[config.mk]
export PLATFORM = sky130hd
export DESIGN_NAME = booth_control
export DESIGN_NICKNAME = d
export VERILOG_FILES = /design/src/rtl/booth_pkg.sv /design/src/rtl/booth_iter_cnt.sv /design/src/rtl/booth_control.sv
export SDC_FILE = /design/constraint.sdc
export NUM_CORES = 1
export LEC_CHECK = 0
export BUFFER_PORTS_ARGS = -buffer_cell sky130_fd_sc_hd__buf_2
export CAP_MARGIN = 0
export CORE_MARGIN = 4
export CORE_UTILIZATION = 40
export CTS_CLUSTER_DIAMETER = 40
export CTS_CLUSTER_SIZE = 25
export DETAILED_ROUTE_END_ITERATION = 12
export PLACE_DENSITY = 0.66
export SETUP_SLACK_MARGIN = 0.05
export SYNTH_ARGS = -nofsm -noshare
export SYNTH_HDL_FRONTEND = slang
export SYNTH_SLANG_ARGS = --single-unit
export TNS_END_PERCENT = 100
[constraint.sdc]
create_clock -name clk -period 2 [get_ports clk]
set_clock_uncertainty 0.2 [all_clocks]
set_input_delay 0.6 -clock clk [delete_from_list [all_inputs] [get_ports clk]]
set_output_delay 0.6 -clock clk [all_outputs]
set_load 0.01 [all_outputs]
[src/rtl/booth_pkg.sv]
// Shared definitions for the radix-2 Booth multiplier control slice:
// one-hot state codes, default iteration count and op-flag encoding.
package booth_pkg;

  localparam int unsigned ITER_DEFAULT = 3;

  localparam logic OP_ADD = 1'b0;
  localparam logic OP_SUB = 1'b1;

  typedef enum logic [5:0] {
    StIdle  = 6'b000001,
    StLoad  = 6'b000010,
    StTest  = 6'b000100,
    StArith = 6'b001000,
    StShift = 6'b010000,
    StFin   = 6'b100000
  } state_e;

endpackage

[src/rtl/booth_iter_cnt.sv]
// Booth iteration counter: synchronous clear, increment enable, and a
// terminal flag raised on the final iteration (count == ITER-1).
module booth_iter_cnt #(
  parameter int unsigned ITER = 3,
  parameter int unsigned CW   = 2
) (
  input  logic clk,
  input  logic reset,
  input  logic clr_i,
  input  logic inc_i,
  output logic last_o
);

  logic [CW-1:0] cnt_q, cnt_d;

  always_comb begin
    cnt_d = cnt_q;
    if (clr_i) begin
      cnt_d = '0;
    end else if (inc_i) begin
      cnt_d = cnt_q + 1'b1;
    end
  end

  always_ff @(posedge clk or posedge reset) begin
    if (reset) begin
      cnt_q <= '0;
    end else begin
      cnt_q <= cnt_d;
    end
  end

  assign last_o = (cnt_q == CW'(ITER - 1));

endmodule

[src/rtl/booth_control.sv]
// Moore sequencer for the radix-2 Booth multiplier datapath.
// Define BOOTH_DONE_HOLD_EN to keep done high from FIN until the next LOAD.
module booth_control
  import booth_pkg::*;
#(
  parameter int unsigned ITER = ITER_DEFAULT,
  parameter int unsigned CW   = 2
) (
  input  logic clk,
  input  logic reset,
  input  logic start,
  input  logic q0,
  input  logic q_1,
  output logic carga_m,
  output logic carga_q,
  output logic carga_a,
  output logic sel_suma,
  output logic resta,
  output logic desplaza,
  output logic clr_q1,
  output logic busy,
  output logic done
);

  state_e state_q, state_d;
  logic   op_q, op_d;
  logic   cnt_clr, cnt_inc, cnt_last;
  logic   fin_done;

  booth_iter_cnt #(
    .ITER(ITER),
    .CW  (CW)
  ) u_iter_cnt (
    .clk   (clk),
    .reset (reset),
    .clr_i (cnt_clr),
    .inc_i (cnt_inc),
    .last_o(cnt_last)
  );

  always_comb begin
    state_d  = state_q;
    op_d     = op_q;
    cnt_clr  = 1'b0;
    cnt_inc  = 1'b0;
    carga_m  = 1'b0;
    carga_q  = 1'b0;
    carga_a  = 1'b0;
    sel_suma = 1'b0;
    resta    = 1'b0;
    desplaza = 1'b0;
    clr_q1   = 1'b0;
    fin_done = 1'b0;
    unique case (state_q)
      StIdle: begin
        if (start) state_d = StLoad;
      end
      StLoad: begin
        carga_m = 1'b1;
        carga_q = 1'b1;
        carga_a = 1'b1;
        clr_q1  = 1'b1;
        cnt_clr = 1'b1;
        state_d = StTest;
      end
      StTest: begin
        unique case ({q0, q_1})
          2'b10: begin
            op_d    = OP_SUB;
            state_d = StArith;
          end
          2'b01: begin
            op_d    = OP_ADD;
            state_d = StArith;
          end
          default: state_d = StShift;
        endcase
      end
      StArith: begin
        carga_a  = 1'b1;
        sel_suma = 1'b1;
        resta    = op_q;
        state_d  = StShift;
      end
      StShift: begin
        desplaza = 1'b1;
        cnt_inc  = 1'b1;
        state_d  = cnt_last ? StFin : StTest;
      end
      StFin: begin
        fin_done = 1'b1;
        state_d  = StIdle;
      end
      default: state_d = StIdle;
    endcase
  end

  assign busy = (state_q != StIdle);

  always_ff @(posedge clk or posedge reset) begin
    if (reset) begin
      state_q <= StIdle;
      op_q    <= OP_ADD;
    end else begin
      state_q <= state_d;
      op_q    <= op_d;
    end
  end

`ifdef BOOTH_DONE_HOLD_EN
  logic hold_q, hold_d;

  // Set on leaving FIN, cleared on entering LOAD so done is low in LOAD.
  always_comb begin
    hold_d = hold_q;
    if (state_q == StFin) begin
      hold_d = 1'b1;
    end else if (state_d == StLoad) begin
      hold_d = 1'b0;
    end
  end

  always_ff @(posedge clk or posedge reset) begin
    if (reset) begin
      hold_q <= 1'b0;
    end else begin
      hold_q <= hold_d;
    end
  end

  assign done = fin_done | hold_q;
`else
  assign done = fin_done;
`endif

endmodule

==> reports/metrics.cfg, run 1 <==
[critical_path]
slowest_delay_ps = 560
end_kind = output port
path_depth = 4
cp_data_required_time_ps = 1200
critPathArrivalTime_ps = 1680
critPathMaxFanout = 3
path_class = reg -> out
rr_worst_depth = 6
start_kind = register
crit_buf_inv = 1
critical-path-top-delay-family = simple AND/OR/NAND/NOR gates
path_cells = or4_4 -> nor3b_4 -> or2_2 -> buf_2
slowest_stage = or4_4

[clock_network]
clock_path_buffers = 2
cts_hold_buf = 0
path_clk_slew_ps = 60
cts_buffers = 3
cts_root_buf = clkbuf_4
htreeDepth = 1
clkSinkCount = 9
clkLatencyLatePin_ps = 260
cts_tree = done

[logic_synthesis]
yosys_warnings = 0
ys_top_cells_by_count = 8 x dfrtp_1, 7 x inv_1, 3 x or3_1
synthFlopType = dfrtp_1
syn_area_um2 = 534
synth_edf_count = 0
postSynthCellCount = 55
syn_area_per_cell_um2 = 9.71
synth-async-reset-ratio = 1.00
synth_top_area_cell = dfrtp_1
yosysSeqAreaShare = 0.424
syn_nets = 62
synth.most_common_cell = dfrtp_1
synth_area_leaders = dfrtp_1 37%, dfstp_2 4.9%, inv_1 4.9%
ys_types = 30
yosysTopAreaCellShare = 0.375
ys_ff_latch = 9

[power]
power_density_nw_per_um2 = 1160
leakage_uw = 0.000458
peakVddDrop_mv = 0.744

[layout]
n_antenna_cell = 0
num-fill-cells = 83
final_nets = 98
drive_above_1_share = 0.633
fin_cells = 104
syn2layout_area_growth_pct = 75.4

[placement]
routabilityCongestion = 0.783
io_buffer_count = 13
dp_hpwl_um = 884
place_inst = 90

[timing]
setup_violations = 11
max_freq_mhz = 403
worst_pin_slew_ps = 518
slew_viol_final = 0
slew_headroom = 0.654
hold-worst-slack_ps = 93.0
rsz0062_at_grt = true
hold_viol = 0
layout_setup_ws_ps = -481
period_needed_ps = 2480
period_share = 1.24

[routing]
wl_per_cell_um = 14.3
drtPass1Iterations = 4
post_drt_via_cell_ratio = 5.28
routed_wl_um = 1480
final_antenna_net_count = 0
drc = 0
first_iter_violations = 8
vias = 549

[job]
max_cap_viol_count = 0

[global_routing]
gr-total-overflow = 0
grt_antenna_before_repair = 0
grt_max_degree = 10
gr-usage-all-layers = 0.161
grt_pass1_vias = 529
grt_pass1_wl_um = 2280

[floorplanning]
die_w_um = 44.5
row_count = 12
initial_core_util = 0.450
core_um2 = 1190
die_area_um2 = 1980
io_pins = 14
die_h_um = 44.5

[run_status]
violations = negative setup slack
status = finished, violations left

[worst_hold_path]
hold_path_class = in -> async

placed cells by master, fill, tap and decap left out, drive strengths merged, types with 2 or more instances in the layout:
| master | n |
|---|---|
| a21o | 2 |
| a21oi | 2 |
| buf | 36 |
| clkbuf | 4 |
| dfrtp | 8 |
| ha | 2 |
| inv | 7 |
| nand2b | 2 |
| nor2 | 2 |
| nor3 | 2 |
| nor3b | 2 |
| o21ai | 2 |
| or3 | 3 |
| or4 | 2 |
metrics by stage:
| stage | total power (uW) | utilization | area [um^2] | TNS [ps] | setup slack [ps] |
|---|---|---|---|---|---|
| after floorplan | 564 | - | 574 | -585 | -198 |
| after global placement | 725 | 0.607 | 719 | -866 | -210 |
| after detailed placement | 732 | 0.607 | 719 | -1000 | -228 |
| after CTS | 968 | 0.719 | 853 | -3470 | -504 |
| after global routing | 1190 | 0.790 | 937 | -4500 | -566 |
| final | 1090 | 0.790 | 937 | -3700 | -481 |
area by class of cell:
class                           count  area [um^2]  area share
Multi-Input combinational cell     34          345       0.368
Timing Repair Buffer               36          294       0.314
Sequential cell                     9          228       0.243
Clock buffer                        4         26.3      0.0280
Inverter                            7         26.3      0.0280
Tap cell                           14         17.5      0.0187
layer usage:
metal,vias to the layer above,part of all wire,global-route usage
li1,261,-,-
met1,259,0.44,0.194
met2,21,0.46,0.246
met3,8,0.067,0.0488
met4,0,0.036,0.102
met5,-,0,0
worst register-to-register path: cells and delay by family (launching register included):
family	cells	cell delay (ps)
buffers and inverters	3	430
DFF	1	400
AOI/OAI and AO/OA	2	320
and+or+nand+nor	1	560
report_power, final:
part	switching, uW	internal [uW]	total, uW
Sequential	47.3	237	285
Clock	59.4	76.6	136
Combinational	288	381	670
state kept, by name, indices dropped and copies added, names as in the netlist:
signal,flops
op_q,1
state_q,6
u_iter_cnt.cnt_q,2
cell families after synthesis:
| kind of cell | count (synthesis) | share of synthesized area |
|---|---|---|
| simple gates | 21 | 0.279 |
| buf+inv | 12 | 0.101 |
| compound gates | 9 | 0.115 |
| flops | 9 | 0.424 |
| fa+ha+maj | 2 | 0.0468 |
| xor+xnor | 1 | 0.0164 |
| mux | 1 | 0.0187 |
worst paths after layout:
| check | slack (ps) | startpoint | end |
|---|---|---|---|
| setup reg to reg | -10 | state_q[1] | u_iter_cnt.cnt_q[1] |
| min in group clk | 330 | op_q | op_q |
| hold / removal | 90 | reset | u_iter_cnt.cnt_q[1] |
| max in group asynchronous | 1200 | reset | state_q[0] |
| setup / recovery | -480 | state_q[4] | carga_a |
| hold reg to reg | 330 | op_q | op_q |
repair_timing:
item / in CTS / in global routing
hold endpoints to repair: 0 / 0
endpoints found under the setup margin: 11 / 13
pin swaps: 6 / 5
setup buffers: 6 / 5
resized for setup: 14 / 10
No activity file was read; power rests on OpenSTA's default activity.
==> inputs of run 2 (changes only) <==
--- a/config.mk
+++ b/config.mk
@@ -12,9 +12,9 @@
 export CTS_CLUSTER_DIAMETER = 40
 export CTS_CLUSTER_SIZE = 25
 export DETAILED_ROUTE_END_ITERATION = 12
-export PLACE_DENSITY = 0.66
 export SETUP_SLACK_MARGIN = 0.05
 export SYNTH_ARGS = -nofsm -noshare
 export SYNTH_HDL_FRONTEND = slang
+export SYNTH_HIERARCHICAL = 1
 export SYNTH_SLANG_ARGS = --single-unit
 export TNS_END_PERCENT = 100
==> constraint.sdc (replaced) <==
create_clock -name clk -period 3.1 [get_ports clk]
set_clock_uncertainty 0.2 [all_clocks]
set_input_delay 0.93 -clock clk [delete_from_list [all_inputs] [get_ports clk]]
set_output_delay 0.93 -clock clk [all_outputs]
set_load 0.01 [all_outputs]
==> run 2 against run 1 <==
- the flow now finishes without violations
- core utilization decreased by 29 points
- first-iteration DRC count shrank 88%
- sequential share of layout area is 10 points higher
- wire length down 33%
- critical path depth increased by 1
- flip-flop and latch count unchanged
- area after synthesis increased by 4.4%
- worst setup slack improved by 660 ps
- critical path type unchanged
==> reports/metrics.cfg, run 2 <==
[clock_network]
cts_buffers = 3  ; unchanged
clock_path_buffers = 2  ; unchanged
clkLatencyLatePin_ps = 260  ; about the same
cts_tree = done
clkSinkCount = 9  ; unchanged
cts_hold_buf = 0  ; unchanged
path_clk_slew_ps = 60  ; about the same
cts_root_buf = clkbuf_4
htreeDepth = 1  ; unchanged

[timing]
hold_viol = 0  ; unchanged
slew_viol_final = 0  ; unchanged
period_needed_ps = 2920
fin_tns_setup_ps = 0  ; +3700 ps
max_freq_mhz = 342
worst_pin_slew_ps = 448  ; -70.5 ps
hold-worst-slack_ps = 320  ; +227 ps
rsz0062_at_grt = false
setup_violations = 0  ; -11
slew_headroom = 0.694  ; +0.0401
period_share = 0.942

[run_status]
status = completed

[floorplanning]
die_h_um = 45.4  ; +1.8%
initial_core_util = 0.429  ; -0.0216
die_area_um2 = 2060  ; +3.6%
core_um2 = 1300  ; +9.7%
io_pins = 14  ; unchanged
row_count = 13  ; +1
die_w_um = 45.4  ; +1.8%

[power]
power_density_nw_per_um2 = 815  ; -30%
leakage_uw = 0.000333  ; -27%
peakVddDrop_mv = 0.323  ; -57%

[layout]
final_nets = 79  ; -19%
multi_input_comb_area_um2 = 277  ; -20%
final_common_cell = buf_2
reg_top3 = state_q: 6 flops, u_iter_cnt/cnt_q: 2 flops, op_q: 1 flops
num-fill-cells = 128  ; +54%
largest_register_ffs = 6  ; unchanged
fin_cells = 86  ; -17%
drive_above_1_share = 0.394  ; -0.239
syn2layout_area_growth_pct = 17.5
largest_register = state_q
register_area_um2 = 228  ; unchanged
n_antenna_cell = 0  ; unchanged
final_cell_mix = 13 x buf_2, 7 x nor2_1, 7 x inv_1, 7 x dfrtp_1

[global_routing]
grt_pass1_wl_um = 1690  ; -26%
grt_pass1_vias = 385  ; -27%
grt_antenna_before_repair = 0  ; unchanged
gr-total-overflow = 0  ; unchanged
gr-usage-all-layers = 0.120  ; -0.0410
grt_max_degree = 11  ; +1

[routing]
final_antenna_net_count = 0  ; unchanged
drc = 0  ; unchanged
routed_wl_um = 997  ; -33%
post_drt_via_cell_ratio = 4.83  ; -8.6%
drtPass1Iterations = 2  ; -2
first_iter_violations = 1  ; -7
vias = 415  ; -24%
wl_per_cell_um = 11.6  ; -19%

[logic_synthesis]
syn_nets = 63  ; +1.6%
ys_ff_latch = 9  ; unchanged
yosysTopAreaCellShare = 0.359  ; -0.0160
synthFlopType = dfrtp_1
synth_area_leaders = dfrtp_1 36%, dfstp_2 4.7%, inv_1 4.7%
yosys_warnings = 6  ; +6
ys_top_cells_by_count = 8 x dfrtp_1, 7 x inv_1, 7 x nor2_1, 3 x xnor2_1
syn_area_per_cell_um2 = 9.96  ; +2.6%
syn_area_um2 = 558  ; +4.4%
synth.most_common_cell = dfrtp_1
synth_top_area_cell = dfrtp_1
synth-async-reset-ratio = 1.00  ; unchanged
postSynthCellCount = 56  ; +1.8%
synth_edf_count = 0  ; unchanged
yosysSeqAreaShare = 0.406  ; -0.0181
ys_types = 28  ; -6.7%

[placement]
io_buffer_count = 13  ; unchanged
dp_hpwl_um = 728  ; -18%
place_inst = 81  ; -10%
routabilityCongestion = 0.695  ; -11%

[worst_hold_path]
hold_path_class = in -> async

[critical_path]
cp_data_required_time_ps = 1970  ; +770 ps
reg2reg_to = u_iter_cnt/cnt_q[1]
critPathMaxFanout = 6  ; +3
start_kind = register
end_kind = output port
crit_path_start = state_q[3]
rr_worst_depth = 5  ; -1
critical-path-top-delay-family = simple AND/OR/NAND/NOR gates
path_depth = 5  ; +1
path_class = reg -> out
rr_startpoint = state_q[3]
critPathArrivalTime_ps = 1790  ; +110 ps
crit_buf_inv = 2  ; +1
slowest_delay_ps = 430  ; -130 ps
r2r_slack_ps = 1330  ; +1340 ps
slowest_stage = dfrtp_2
worstSetupEndpoint = clr_q1
path_cells = or2_2 -> or3_4 -> nor3b_2 -> buf_4 -> buf_2

[job]
max_cap_viol_count = 0  ; unchanged

## run 2: cells by family (layout without fill, tap and decap cells)
| kind of cell | after synthesis | count (layout) | share of synthesized area |
|---|---|---|---|
| xor gates and xnor gates | 3 | 3 | 0.0471 |
| buffers and inverters | 11 | 26 | 0.114 |
| muxes | 2 | 2 | 0.0359 |
| AOI/OAI and AO/OA | 5 | 5 | 0.0695 |
| adders and majority gates | 2 | 2 | 0.0448 |
| DFF | 9 | 9 | 0.406 |
| and+or+nand+nor | 24 | 24 | 0.283 |
## run 2: cell type report
class                      count  area share
inverter                       7      0.0401
timing repair buffer          15       0.122
tap                           15      0.0286
sequential                     9       0.347
clock buffer                   4      0.0401
multi-input combinational     36       0.422
## run 2: through the flow
step	power, uW	setup slack (ps)	cell area (um^2)	utilization
2_1_floorplan	404	78.7	558	-
3_3_place_gp	434	362	612	0.470
3_5_place_dp	433	355	612	0.470
4_1_cts	527	53.7	638	0.490
5_1_grt	587	57.2	656	0.504
6_report	534	179	656	0.504
## run 2: worst min-delay path by stage
stage,from,end,slack (ps),cells after the start
finish,reset,u_iter_cnt/cnt_q[1],320,2
global route,reset,u_iter_cnt/cnt_q[1],320,2
CTS,reset,u_iter_cnt/cnt_q[1],310,2
detailed placement,op_q,op_q,320,2
global placement,op_q,op_q,300,2
floorplan,state_q[5],state_q[2],290,1
## run 2: worst register-to-register path: stages (launching register included)
cell	delay [ps]
dfrtp_2	430
or2_2	320
or3_4	350
nor3b_2	180
buf_4	140
a211oi_1	40
## run 2: report_power, final
part           switching (uW)  total (uW)  internal [uW]
Clock                    40.7        90.3           49.6
Combinational             113         240            128
Sequential               45.6         204            158
## run 2: repair_timing
| item | in CTS | in global routing |
|---|---|---|
| setup buffers | 0 | 1 |
| gates resized for setup | 0 | 3 |
| endpoints found under the setup margin | 0 | 3 |
## run 2: layer usage
metal | GRT usage | wire length [um] | up-vias
met5 | 0 | 0 | -
met4 | 0.105 | 12 | 0
met3 | 0.0239 | 25 | 2
met2 | 0.178 | 497 | 3
met1 | 0.146 | 461 | 187
li1 | - | - | 223
